**src/rtl/game_controller_pkg.sv**
```systemverilog
// Shared definitions for the game controller, collision checker and renderer.
package game_controller_pkg;

    typedef enum logic [1:0] {
        ST_IDLE = 2'd0,
        ST_PLAY = 2'd1,
        ST_OVER = 2'd2
    } state_e;

    localparam int          DEF_PIPE_SIZE_X = 78;
    localparam int          DEF_SCREEN_W    = 640;
    localparam int          PIPE_Y_INIT     = 240;
    localparam logic [15:0] LFSR_SEED       = 16'hACE1;

endpackage

```
**src/rtl/game_controller_if.sv**
```systemverilog
// Frame/button/collision inputs and pipe/state outputs of the game controller.
interface game_controller_if #(
    parameter int NUM_PIPES = 3
);
    logic                     frame_tick;
    logic                     flap;
    logic                     collision;
    logic [31:0]              birdX;
    logic [32*NUM_PIPES-1:0]  pipeX_flat;
    logic [32*NUM_PIPES-1:0]  pipeY_flat;
    logic [1:0]               state;
    logic [15:0]              score;
    logic                     game_active;

    modport master (
        output frame_tick, flap, collision, birdX,
        input  pipeX_flat, pipeY_flat, state, score, game_active
    );

    modport slave (
        input  frame_tick, flap, collision, birdX,
        output pipeX_flat, pipeY_flat, state, score, game_active
    );
endinterface

```
**src/rtl/game_controller_lfsr16.sv**
```systemverilog
// 16-bit Fibonacci LFSR (taps 16,14,13,11), free-running, seeded on reset.
module lfsr16
    import game_controller_pkg::*;
(
    input  logic        clk,
    input  logic        reset,
    input  logic        seed_load_i,
    output logic [15:0] lfsr_o
);
    logic [15:0] lfsr_q, lfsr_d;

    always_comb begin
        lfsr_d = {lfsr_q[14:0], lfsr_q[15] ^ lfsr_q[13] ^ lfsr_q[12] ^ lfsr_q[10]};
        if (seed_load_i) lfsr_d = LFSR_SEED;
    end

    always_ff @(posedge clk or posedge reset) begin
        if (reset) lfsr_q <= LFSR_SEED;
        else       lfsr_q <= lfsr_d;
    end

    assign lfsr_o = lfsr_q;
endmodule

```
**src/rtl/game_controller.sv**
```systemverilog
// Game FSM: scrolls/respawns pipes during play, scores pipes passing the bird,
// and holds GAME_OVER for a fixed number of frames before accepting a restart.
module game_controller
    import game_controller_pkg::*;
#(
    parameter int NUM_PIPES    = 3,
    parameter int PIPE_SPACING = 250,
    parameter int SCROLL_SPEED = 2,
    parameter int PIPE_SIZE_X  = DEF_PIPE_SIZE_X,
    parameter int SCREEN_W     = DEF_SCREEN_W,
    parameter int PIPE_Y_MIN   = 100,
    parameter int HOLD_FRAMES  = 60
) (
    input logic              clk,
    input logic              reset,
    game_controller_if.slave bus
);
    state_e             state_q, state_d;
    logic [15:0]        score_q, score_d;
    logic [15:0]        cnt_q, cnt_d;
    logic               active_q;
    logic signed [31:0] pipe_x_q [NUM_PIPES];
    logic signed [31:0] pipe_x_d [NUM_PIPES];
    logic [31:0]        pipe_y_q [NUM_PIPES];
    logic [31:0]        pipe_y_d [NUM_PIPES];
    logic signed [31:0] pipe_x_scr [NUM_PIPES];
    logic signed [31:0] bird_s;
    logic [15:0]        cross_cnt;
    logic [15:0]        lfsr_val;
    logic               lfsr_unused;

    function automatic logic [15:0] sat_add16(input logic [15:0] a, input logic [15:0] b);
        logic [16:0] sum;
        sum = {1'b0, a} + {1'b0, b};
        return sum[16] ? 16'hFFFF : sum[15:0];
    endfunction

    function automatic logic signed [31:0] init_x(input int idx);
        return SCREEN_W + idx * PIPE_SPACING;
    endfunction

    lfsr16 u_lfsr (
        .clk        (clk),
        .reset      (reset),
        .seed_load_i(1'b0),
        .lfsr_o     (lfsr_val)
    );

    assign lfsr_unused = ^lfsr_val[15:8];
    assign bird_s      = signed'(bus.birdX);

    always_comb begin
        for (int i = 0; i < NUM_PIPES; i++) pipe_x_scr[i] = pipe_x_q[i] - SCROLL_SPEED;
    end

    always_comb begin
        state_d   = state_q;
        score_d   = score_q;
        cnt_d     = cnt_q;
        pipe_x_d  = pipe_x_q;
        pipe_y_d  = pipe_y_q;
        cross_cnt = '0;
        case (state_q)
            ST_IDLE: begin
                if (bus.flap) begin
                    state_d = ST_PLAY;
                    score_d = '0;
                end
            end
            ST_PLAY: begin
                // A collision wins over a simultaneous tick: nothing scrolls or scores.
                if (bus.collision) begin
                    state_d = ST_OVER;
                    cnt_d   = HOLD_FRAMES[15:0];
                end else if (bus.frame_tick) begin
                    for (int i = 0; i < NUM_PIPES; i++) begin
                        if ((pipe_x_q[i] + PIPE_SIZE_X >= bird_s) &&
                            (pipe_x_scr[i] + PIPE_SIZE_X < bird_s))
                            cross_cnt = cross_cnt + 16'd1;
                        if (pipe_x_scr[i] <= -PIPE_SIZE_X) begin
                            pipe_x_d[i] = pipe_x_scr[i] + NUM_PIPES * PIPE_SPACING;
                            pipe_y_d[i] = PIPE_Y_MIN + {24'd0, lfsr_val[7:0]};
                        end else begin
                            pipe_x_d[i] = pipe_x_scr[i];
                        end
                    end
                    score_d = sat_add16(score_q, cross_cnt);
                end
            end
            ST_OVER: begin
                if (bus.frame_tick && cnt_q != '0) cnt_d = cnt_q - 16'd1;
                if (bus.flap && cnt_q == '0) begin
                    state_d = ST_IDLE;
                    for (int i = 0; i < NUM_PIPES; i++) begin
                        pipe_x_d[i] = init_x(i);
                        pipe_y_d[i] = PIPE_Y_INIT;
                    end
                end
            end
            default: state_d = ST_IDLE;
        endcase
    end

    always_ff @(posedge clk or posedge reset) begin
        if (reset) begin
            state_q  <= ST_IDLE;
            score_q  <= '0;
            cnt_q    <= '0;
            active_q <= 1'b0;
            for (int i = 0; i < NUM_PIPES; i++) begin
                pipe_x_q[i] <= init_x(i);
                pipe_y_q[i] <= PIPE_Y_INIT;
            end
        end else begin
            state_q  <= state_d;
            score_q  <= score_d;
            cnt_q    <= cnt_d;
            active_q <= (state_d == ST_PLAY);
            pipe_x_q <= pipe_x_d;
            pipe_y_q <= pipe_y_d;
        end
    end

    for (genvar g = 0; g < NUM_PIPES; g++) begin : g_flat
        assign bus.pipeX_flat[32*(g+1)-1 -: 32] = pipe_x_q[g];
        assign bus.pipeY_flat[32*(g+1)-1 -: 32] = pipe_y_q[g];
    end

    assign bus.state       = state_q;
    assign bus.score       = score_q;
    assign bus.game_active = active_q;
endmodule
```
**src/flat_wrapper.sv**
```systemverilog
// flat-port wrapper written by rule: the top's interface ports become plain ports
module game_controller_flat import game_controller_pkg::*;
#(
    parameter int NUM_PIPES    = 3,
    parameter int PIPE_SPACING = 250,
    parameter int SCROLL_SPEED = 2,
    parameter int PIPE_SIZE_X  = DEF_PIPE_SIZE_X,
    parameter int SCREEN_W     = DEF_SCREEN_W,
    parameter int PIPE_Y_MIN   = 100,
    parameter int HOLD_FRAMES  = 60
)
  (clk, reset, bus_frame_tick, bus_flap, bus_collision, bus_birdX, bus_pipeX_flat, bus_pipeY_flat, bus_state, bus_score, bus_game_active);
  game_controller_if #(.NUM_PIPES(NUM_PIPES)) bus_i ();
  input logic clk;
  input logic reset;
  input wire logic [$bits(bus_i.frame_tick)-1:0] bus_frame_tick;
  input wire logic [$bits(bus_i.flap)-1:0] bus_flap;
  input wire logic [$bits(bus_i.collision)-1:0] bus_collision;
  input wire logic [$bits(bus_i.birdX)-1:0] bus_birdX;
  output wire logic [$bits(bus_i.pipeX_flat)-1:0] bus_pipeX_flat;
  output wire logic [$bits(bus_i.pipeY_flat)-1:0] bus_pipeY_flat;
  output wire logic [$bits(bus_i.state)-1:0] bus_state;
  output wire logic [$bits(bus_i.score)-1:0] bus_score;
  output wire logic [$bits(bus_i.game_active)-1:0] bus_game_active;
  assign bus_i.frame_tick = bus_frame_tick;
  assign bus_i.flap = bus_flap;
  assign bus_i.collision = bus_collision;
  assign bus_i.birdX = bus_birdX;
  assign bus_pipeX_flat = bus_i.pipeX_flat;
  assign bus_pipeY_flat = bus_i.pipeY_flat;
  assign bus_state = bus_i.state;
  assign bus_score = bus_i.score;
  assign bus_game_active = bus_i.game_active;
  game_controller #(.NUM_PIPES(NUM_PIPES), .PIPE_SPACING(PIPE_SPACING), .SCROLL_SPEED(SCROLL_SPEED), .PIPE_SIZE_X(PIPE_SIZE_X), .SCREEN_W(SCREEN_W), .PIPE_Y_MIN(PIPE_Y_MIN), .HOLD_FRAMES(HOLD_FRAMES)) u_core (.clk(clk), .reset(reset), .bus(bus_i));
endmodule
```
**config.mk**
```make
export PLATFORM = sky130hd
export DESIGN_NAME = game_controller_flat
export DESIGN_NICKNAME = d
export VERILOG_FILES = /design/src/rtl/game_controller_pkg.sv /design/src/rtl/game_controller_if.sv /design/src/rtl/game_controller_lfsr16.sv /design/src/rtl/game_controller.sv /design/src/flat_wrapper.sv
export SDC_FILE = /design/constraint.sdc
export NUM_CORES = 1
export LEC_CHECK = 0
export BUFFER_PORTS_ARGS = -buffer_cell sky130_fd_sc_hd__buf_2
export CAP_MARGIN = 0
export CORE_MARGIN = 4
export CORE_UTILIZATION = 45
export DETAILED_ROUTE_END_ITERATION = 12
export PLACE_DENSITY_LB_ADDON = 0.25
export SLEW_MARGIN = 5
export SYNTH_ARGS = -nofsm -noshare
export SYNTH_HDL_FRONTEND = slang
export SYNTH_SLANG_ARGS = --single-unit
```
**constraint.sdc**
```tcl
create_clock -name clk -period 16.6 [get_ports clk]
set_input_delay 0.83 -clock clk [delete_from_list [all_inputs] [get_ports clk]]
set_output_delay 0.83 -clock clk [all_outputs]
set_load 0.01 [all_outputs]
```
Word-level counts from Yosys, hierarchy flattened
Cells that the tools add are included.
Cells by class
  $add $sub $neg: 17
  multiply operators: 0
  div/mod/pow operators: 0
  $lt $le $gt $ge: 9
  eq/ne operators: 12
  shift-type cells: 0
  muxes and demuxes: 38
  bitwise operators: 3
  reduce and logical (&&, ||, !) cells: 16
Operators by type and width (number)
  2-to-1 mux 96 bit: 6
  case mux 96 bit (2 select lines): 2
  2-to-1 mux 16 bit: 17
  adder 32 x 8 -> 32 bit (second input constant): 6
  2-to-1 mux 32 bit: 6
  adder 32 x 11 -> 32 bit (second input constant): 3
  greater-or-equal comparator 32 bit: 3
  <= comparator 32 x 8 -> 1 bit (second input constant): 3
  < comparator 32 bit: 3
  subtractor 32 x 3 -> 32 bit (second input constant): 3
  case mux 16 bit (2 select lines): 2
  adder 16 x 1 -> 16 bit (second input constant): 2
  adder 16 x 16 -> 17 bit: 1
  logical NOT 16 bit: 1
  nonzero test 16 bit: 1
  subtractor 16 x 1 -> 16 bit (second input constant): 1
  AND reduction 5 bit: 3
  inequality test 2 x 1 -> 1 bit (second input constant): 5
  adder 7 x 8 -> 9 bit (first input constant): 1
  inequality test 2 bit (second input constant): 4
  AND reduction 4 bit: 2
  2-to-1 mux 2 bit: 3
  case mux 2 bit (3 select lines): 1
  logical AND 1 bit: 5
  other kinds (7): 11
Storage, ports and cells
  flip-flop bits (word level): 243
  latch bits: 0
  bits in writable memories: 0
  bits in read-only memories: 0
  bits of input ports: 37
  output and inout bits: 211
  word-level logic and storage cells: 106
  memories: 0

Longest topological paths before layout
  depth in word-level cells: 23
  mapped depth: 40
  mapped depth without buffers: 37

Modules after synthesis
A second synthesis with hierarchy kept.
Second synthesis, totals
  cell total of the unflattened synthesis: 2642
  area total of the unflattened synthesis: 20718.6 µm²
Modules (own cells, without submodules)
  game_controller: instances 1, cells an instance 2605, area each 20170.6 µm², seq. area each 3911.3 µm²
  lfsr16: instances 1, cells an instance 37, area each 548.0 µm², seq. area each 410.4 µm²

Worst setup path after synthesis
OpenSTA, ideal clock, no wires.
  kind: flip-flop to flip-flop
  start point: register u_core.pipe_x_q (netlist bit u_core.bus.pipeX_flat[65])
  end point: register u_core.score_q[6] (netlist: u_core.bus.score[6])
  setup time: 0.066 ns
  data arrival time: 8.221 ns
  data required time: 16.534 ns
  path slack: 8.313 ns
  cell stages (with the launch flop): 33
  path buffers: 4
  clock period less this slack: 8.287 ns
  cells stage by stage: dfrtp_1 buf_1 inv_1 ha_1 or3b_1 clkbuf_1 or4_1 o22ai_1 nand2b_1 nor4b_1 clkbuf_1 nand2_1 or2_2 xor2_1 ha_1 nand4_1 nor2_1 nand4_1 a2111oi_0 a211oi_1 a2111oi_0 mux2_2 fa_1 nor2b_1 o21ai_0 nor2_1 and3_1 and3_1 and4_1 nand4_1 clkbuf_1 o31ai_1 a22o_1
Between the ends
  longest elaborated chain between the ends: 13
  elaborated cells between the ends (all ways): 15
  classes of those cells: 4 x add/sub; 2 x order compare; 8 x mux; 1 x reduce/logical
Ends and longest elaborated chain
  start: declaration: line game_controller.sv:22  | logic signed [31:0] pipe_x_q [NUM_PIPES];
  start signal: indexed assignment: line game_controller.sv:111  | pipe_x_q[i] <= init_x(i);
  start signal: assignment: line game_controller.sv:119  | pipe_x_q <= pipe_x_d;
  subtractor 32 x 3 -> 32 bit: line game_controller.sv:53  | for (int i = 0; i < NUM_PIPES; i++) pipe_x_scr[i] = pipe_x_q[i] - SCROLL_SPEED;
  adder 32 x 8 -> 32 bit: line game_controller.sv:78  | (pipe_x_scr[i] + PIPE_SIZE_X < bird_s))
  < comparator 32 bit: line game_controller.sv:78
  logical AND 1 bit (*): line game_controller.sv:77  | if ((pipe_x_q[i] + PIPE_SIZE_X >= bird_s) &&
  2-to-1 mux 16 bit (*): line game_controller.sv:77
  2-to-1 mux 16 bit (*): line game_controller.sv:75  | end else if (bus.frame_tick) begin
  2-to-1 mux 16 bit (*): line game_controller.sv:72  | if (bus.collision) begin
  2-to-1 mux 16 bit (*): line game_controller.sv:63  | case (state_q)
  adder 16 x 16 -> 17 bit (*): line game_controller.sv:34  | sum = {1'b0, a} + {1'b0, b};
  2-to-1 mux 16 bit (*): line game_controller.sv:35  | return sum[16] ? 16'hFFFF : sum[15:0];
  2-to-1 mux 16 bit (*): line game_controller.sv:75
  2-to-1 mux 16 bit (*): line game_controller.sv:72
  case mux 16 bit (2 select lines) (*): line game_controller.sv:63
  end signal: assignment: line game_controller.sv:116  | score_q <= score_d;
  end: declaration: line game_controller.sv:19  | logic [15:0] score_q, score_d;
Mark *: on every way between the ends. The rest lies on a longest branch, timed or not. The select of a mux whose other input is x is not followed.
A chain may end at the register's enable or synchronous reset.

Final worst setup path
  start point: register u_core.pipe_x_q (netlist bit u_core.bus.pipeX_flat[73])
  end point: register u_core.score_q[5] (netlist: u_core.bus.score[5])
Same word-level chain as after synthesis.

==> run metrics <==
status=finished, final reports clean; die area=about 50000 um2; area growth from synthesis to layout=7.68%; CTS sink count=~170; crit share post-route=58.6%; H-tree levels=4; Die Y=222 um; pre-CTS setup slack=roughly 7 ns; total negative setup slack=0 ns; slowest stage cell, crit path=a2111oi_0; Wirelength per Cell=~21 um; DP HPWL=53800 um; vias in the first global route=19300; Crit path largest cell delay=about 0.90 ns; RePlAce Congestion=around 0.97; FMAX=~100 MHz; final core utilization=between 40% and 50%; Hold Path Stages=0; largest net degree at the start of global routing=97; r2r endpoint=u_core.bus.score[5]; Hold Worst Slack=~0.36 ns; synthesized flop and latch total=~170; Period minus WS final=about 9.7 ns; worst slew pin tran=between 1 and 1.5 ns; # hold bufs at CTS=0; worst r2r src=u_core.bus.pipeX_flat[73]; Startpoint Class=flop; EDFF count, synth=0; share of the yosys chip area belonging to registers=between 20% and 30%; initial antenna violation count=0; CP arrival=roughly 10 ns; Post-Route WL=70200 um; Initial Utilization=around 46%; hold_sp=u_core.u_lfsr.lfsr_o[14]; drt pass-1 iters=6; final net count=about 2900; Ports=248; clk_lat worst skew=0.52 ns; Cells after DPL=around 3300; final setup fails=0; design area=about 22000 um2; Max clock buf depth=2; Clock Tree Root=clkbuf_16; clk slew on worst S/H paths=approximately 0.080 ns; HP Class=flop to flop; first-pass GRT wire length=109000 um; DRC viols=0; WP data required=approximately 17 ns; Mapped Avg Cell Area=roughly 7.9 um2; PnR worst setup slack=roughly 6.9 ns; Max Cap Viol=0; power density over the cells=87.0 nW/um2; final-layout fill cell count=roughly 4500; Max Slew Vio Count=0; Yosys cell types=between 90 and 100; post-CTS sizing=0; diode count=0; Layout Cells excl Fill=~3300; CTS tree=built; Tot Pwr=1.94 mW; Worst R2R Setup Slack=between 6 and 7 ns; 1st-iter DRT viols=~1600; Core ar.=about 45000 um2; CTS Buf Count=17; Die W=roughly 220 um; hold-critical path endpoint=u_core.u_lfsr.lfsr_o[15]; Setup crit end kind=flop; Buffers on Ports=175; clock skew=between 0.015 and 0.02 ns; antenna-violating nets left=0; aggregate global routing overflow=0; DR vias/cell=between 6 and 7; endpoints failing hold=0; Post-synth ARST share=100%; Post-CTS Setup Inserts=0; share of layout cells above drive strength 1=between 10% and 20%; Register-to-Register Path Depth=29; Synth Flop Type=dfrtp_1; worst-path maximum fanout=16; synth warn=0; DP Area=21600 um2; area of the mapped netlist=~21000 um2; unrepaired setup endpoints after global routing=no; total global-route track usage=approximately 28%; Site Rows=78; Syn Inst Count=about 2600; critical path type=flop to flop; Leak=between 9 and 10 nW; Worst VDD drop=0.000105 V; DR vias=about 20000; Slew HR=16.7%; cell mode on critical path=nand4_1
critical path, delay by kind of cell (launching register included):
family                     cells  cell delay, ns
AOI/OAI and AO/OA              8            3.18
and+or+nand+nor               14            4.42
xor gates and xnor gates       2            0.35
DFF                            1            0.53
adders and majority gates      3            0.90
buffers and inverters          2            0.29
registers in the layout, summed over array words and instances (netlist names):
register / count
u_core.bus.game_active: 1
u_core.bus.pipeX_flat: 93
u_core.bus.pipeY_flat: 27
u_core.bus.score: 16
u_core.bus.state: 2
u_core.cnt_q: 16
u_core.u_lfsr.lfsr_o: 16
layout by cell type (no fill, tap or decap), types with 33 or more instances in the layout:
cell,Yosys,routed
a21o_1,72,72
a21oi_1,116,116
and3_1,33,33
buf_2,19,175
conb_1,1,72
dfrtp_1,137,137
dfstp_2,34,34
ha_1,205,205
inv_1,104,103
nand2_1,250,250
nand3_1,79,78
nand4_1,65,65
nor2_1,198,196
nor3_1,73,73
nor4_1,45,44
o21ai_0,129,129
or3_1,43,43
or4_1,33,33
xnor2_1,233,233
xor2_1,101,101
synthesized netlist by cell type, types with 14 or more instances:
cell type | count | share of area [%]
nor3_1 | 73 | 1.8
dfrtp_1 | 137 | 17
or2_2 | 21 | 0.63
a21o_1 | 72 | 2.6
nor2b_1 | 30 | 0.91
nor2_1 | 198 | 3.6
o21ai_1 | 23 | 0.56
o211ai_1 | 17 | 0.62
nand3_1 | 79 | 1.9
xor2_1 | 101 | 4.3
nand2_1 | 250 | 4.5
or4_1 | 33 | 1.2
nand3b_1 | 14 | 0.51
a22o_1 | 21 | 0.89
xnor2_1 | 233 | 9.9
and2_1 | 16 | 0.48
buf_2 | 19 | 0.46
a31oi_1 | 24 | 0.73
buf_4 | 72 | 2.6
o21a_1 | 16 | 0.58
and3_1 | 33 | 1.0
nand2b_1 | 22 | 0.67
inv_1 | 104 | 1.9
a21oi_1 | 116 | 2.8
o31ai_1 | 17 | 0.62
nand4_1 | 65 | 2.0
clkbuf_1 | 115 | 2.1
or3_1 | 43 | 1.3
nor4_1 | 45 | 1.4
a211oi_1 | 14 | 0.51
ha_1 | 205 | 12
o21ai_0 | 129 | 3.1
dfstp_2 | 34 | 4.3
o22ai_1 | 14 | 0.42
where the power goes:
group / internal [mW] / switching (mW)
combinational: 0.345 / 0.612
sequential: 0.465 / 0.0663
clock: 0.221 / 0.230
cells by family after synthesis:
kind of cell / share of synthesized area [%]
AND/OR/NAND/NOR: 25.2
other: 0.0181
adder cells (fa/ha/maj): 12.5
multiplexers: 1.07
flip-flops: 20.9
buffers and inverters: 7.46
XOR/XNOR: 14.1
AO/OA/AOI/OAI: 18.7
worst max-delay path by stage:
stage | to | start | depth (start not counted)
finish | u_core.bus.score[5] | u_core.bus.pipeX_flat[73] | 29
global route | u_core.bus.score[5] | u_core.bus.pipeX_flat[73] | 29
CTS | u_core.bus.score[5] | u_core.bus.pipeX_flat[73] | 29
detailed placement | u_core.bus.score[5] | u_core.bus.pipeX_flat[73] | 29
global placement | u_core.bus.score[1] | u_core.bus.pipeX_flat[73] | 30
floorplan | u_core.bus.score[6] | u_core.bus.pipeX_flat[65] | 32
area by class of cell:
| type | instances | area [um2] | area share (%) |
|---|---|---|---|
| Multi-Input combinational cell | 2204 | 15200 | 68.0 |
| Sequential cell | 171 | 4320 | 19.4 |
| Clock buffer | 17 | 425 | 1.91 |
| Tap cell | 600 | 751 | 3.37 |
| Timing Repair Buffer | 194 | 1020 | 4.57 |
| Clock inverter | 15 | 219 | 0.983 |
| Inverter | 104 | 395 | 1.77 |
metal layers:
layer,global-route usage [%],share of wire (%),routed length (um)
met3,4.56,5.6,3900
met2,46.6,48,33700
met4,12.3,4.7,3270
met1,34.7,42,29300
met5,0,0,0
(Power assumes the default switching activity.)
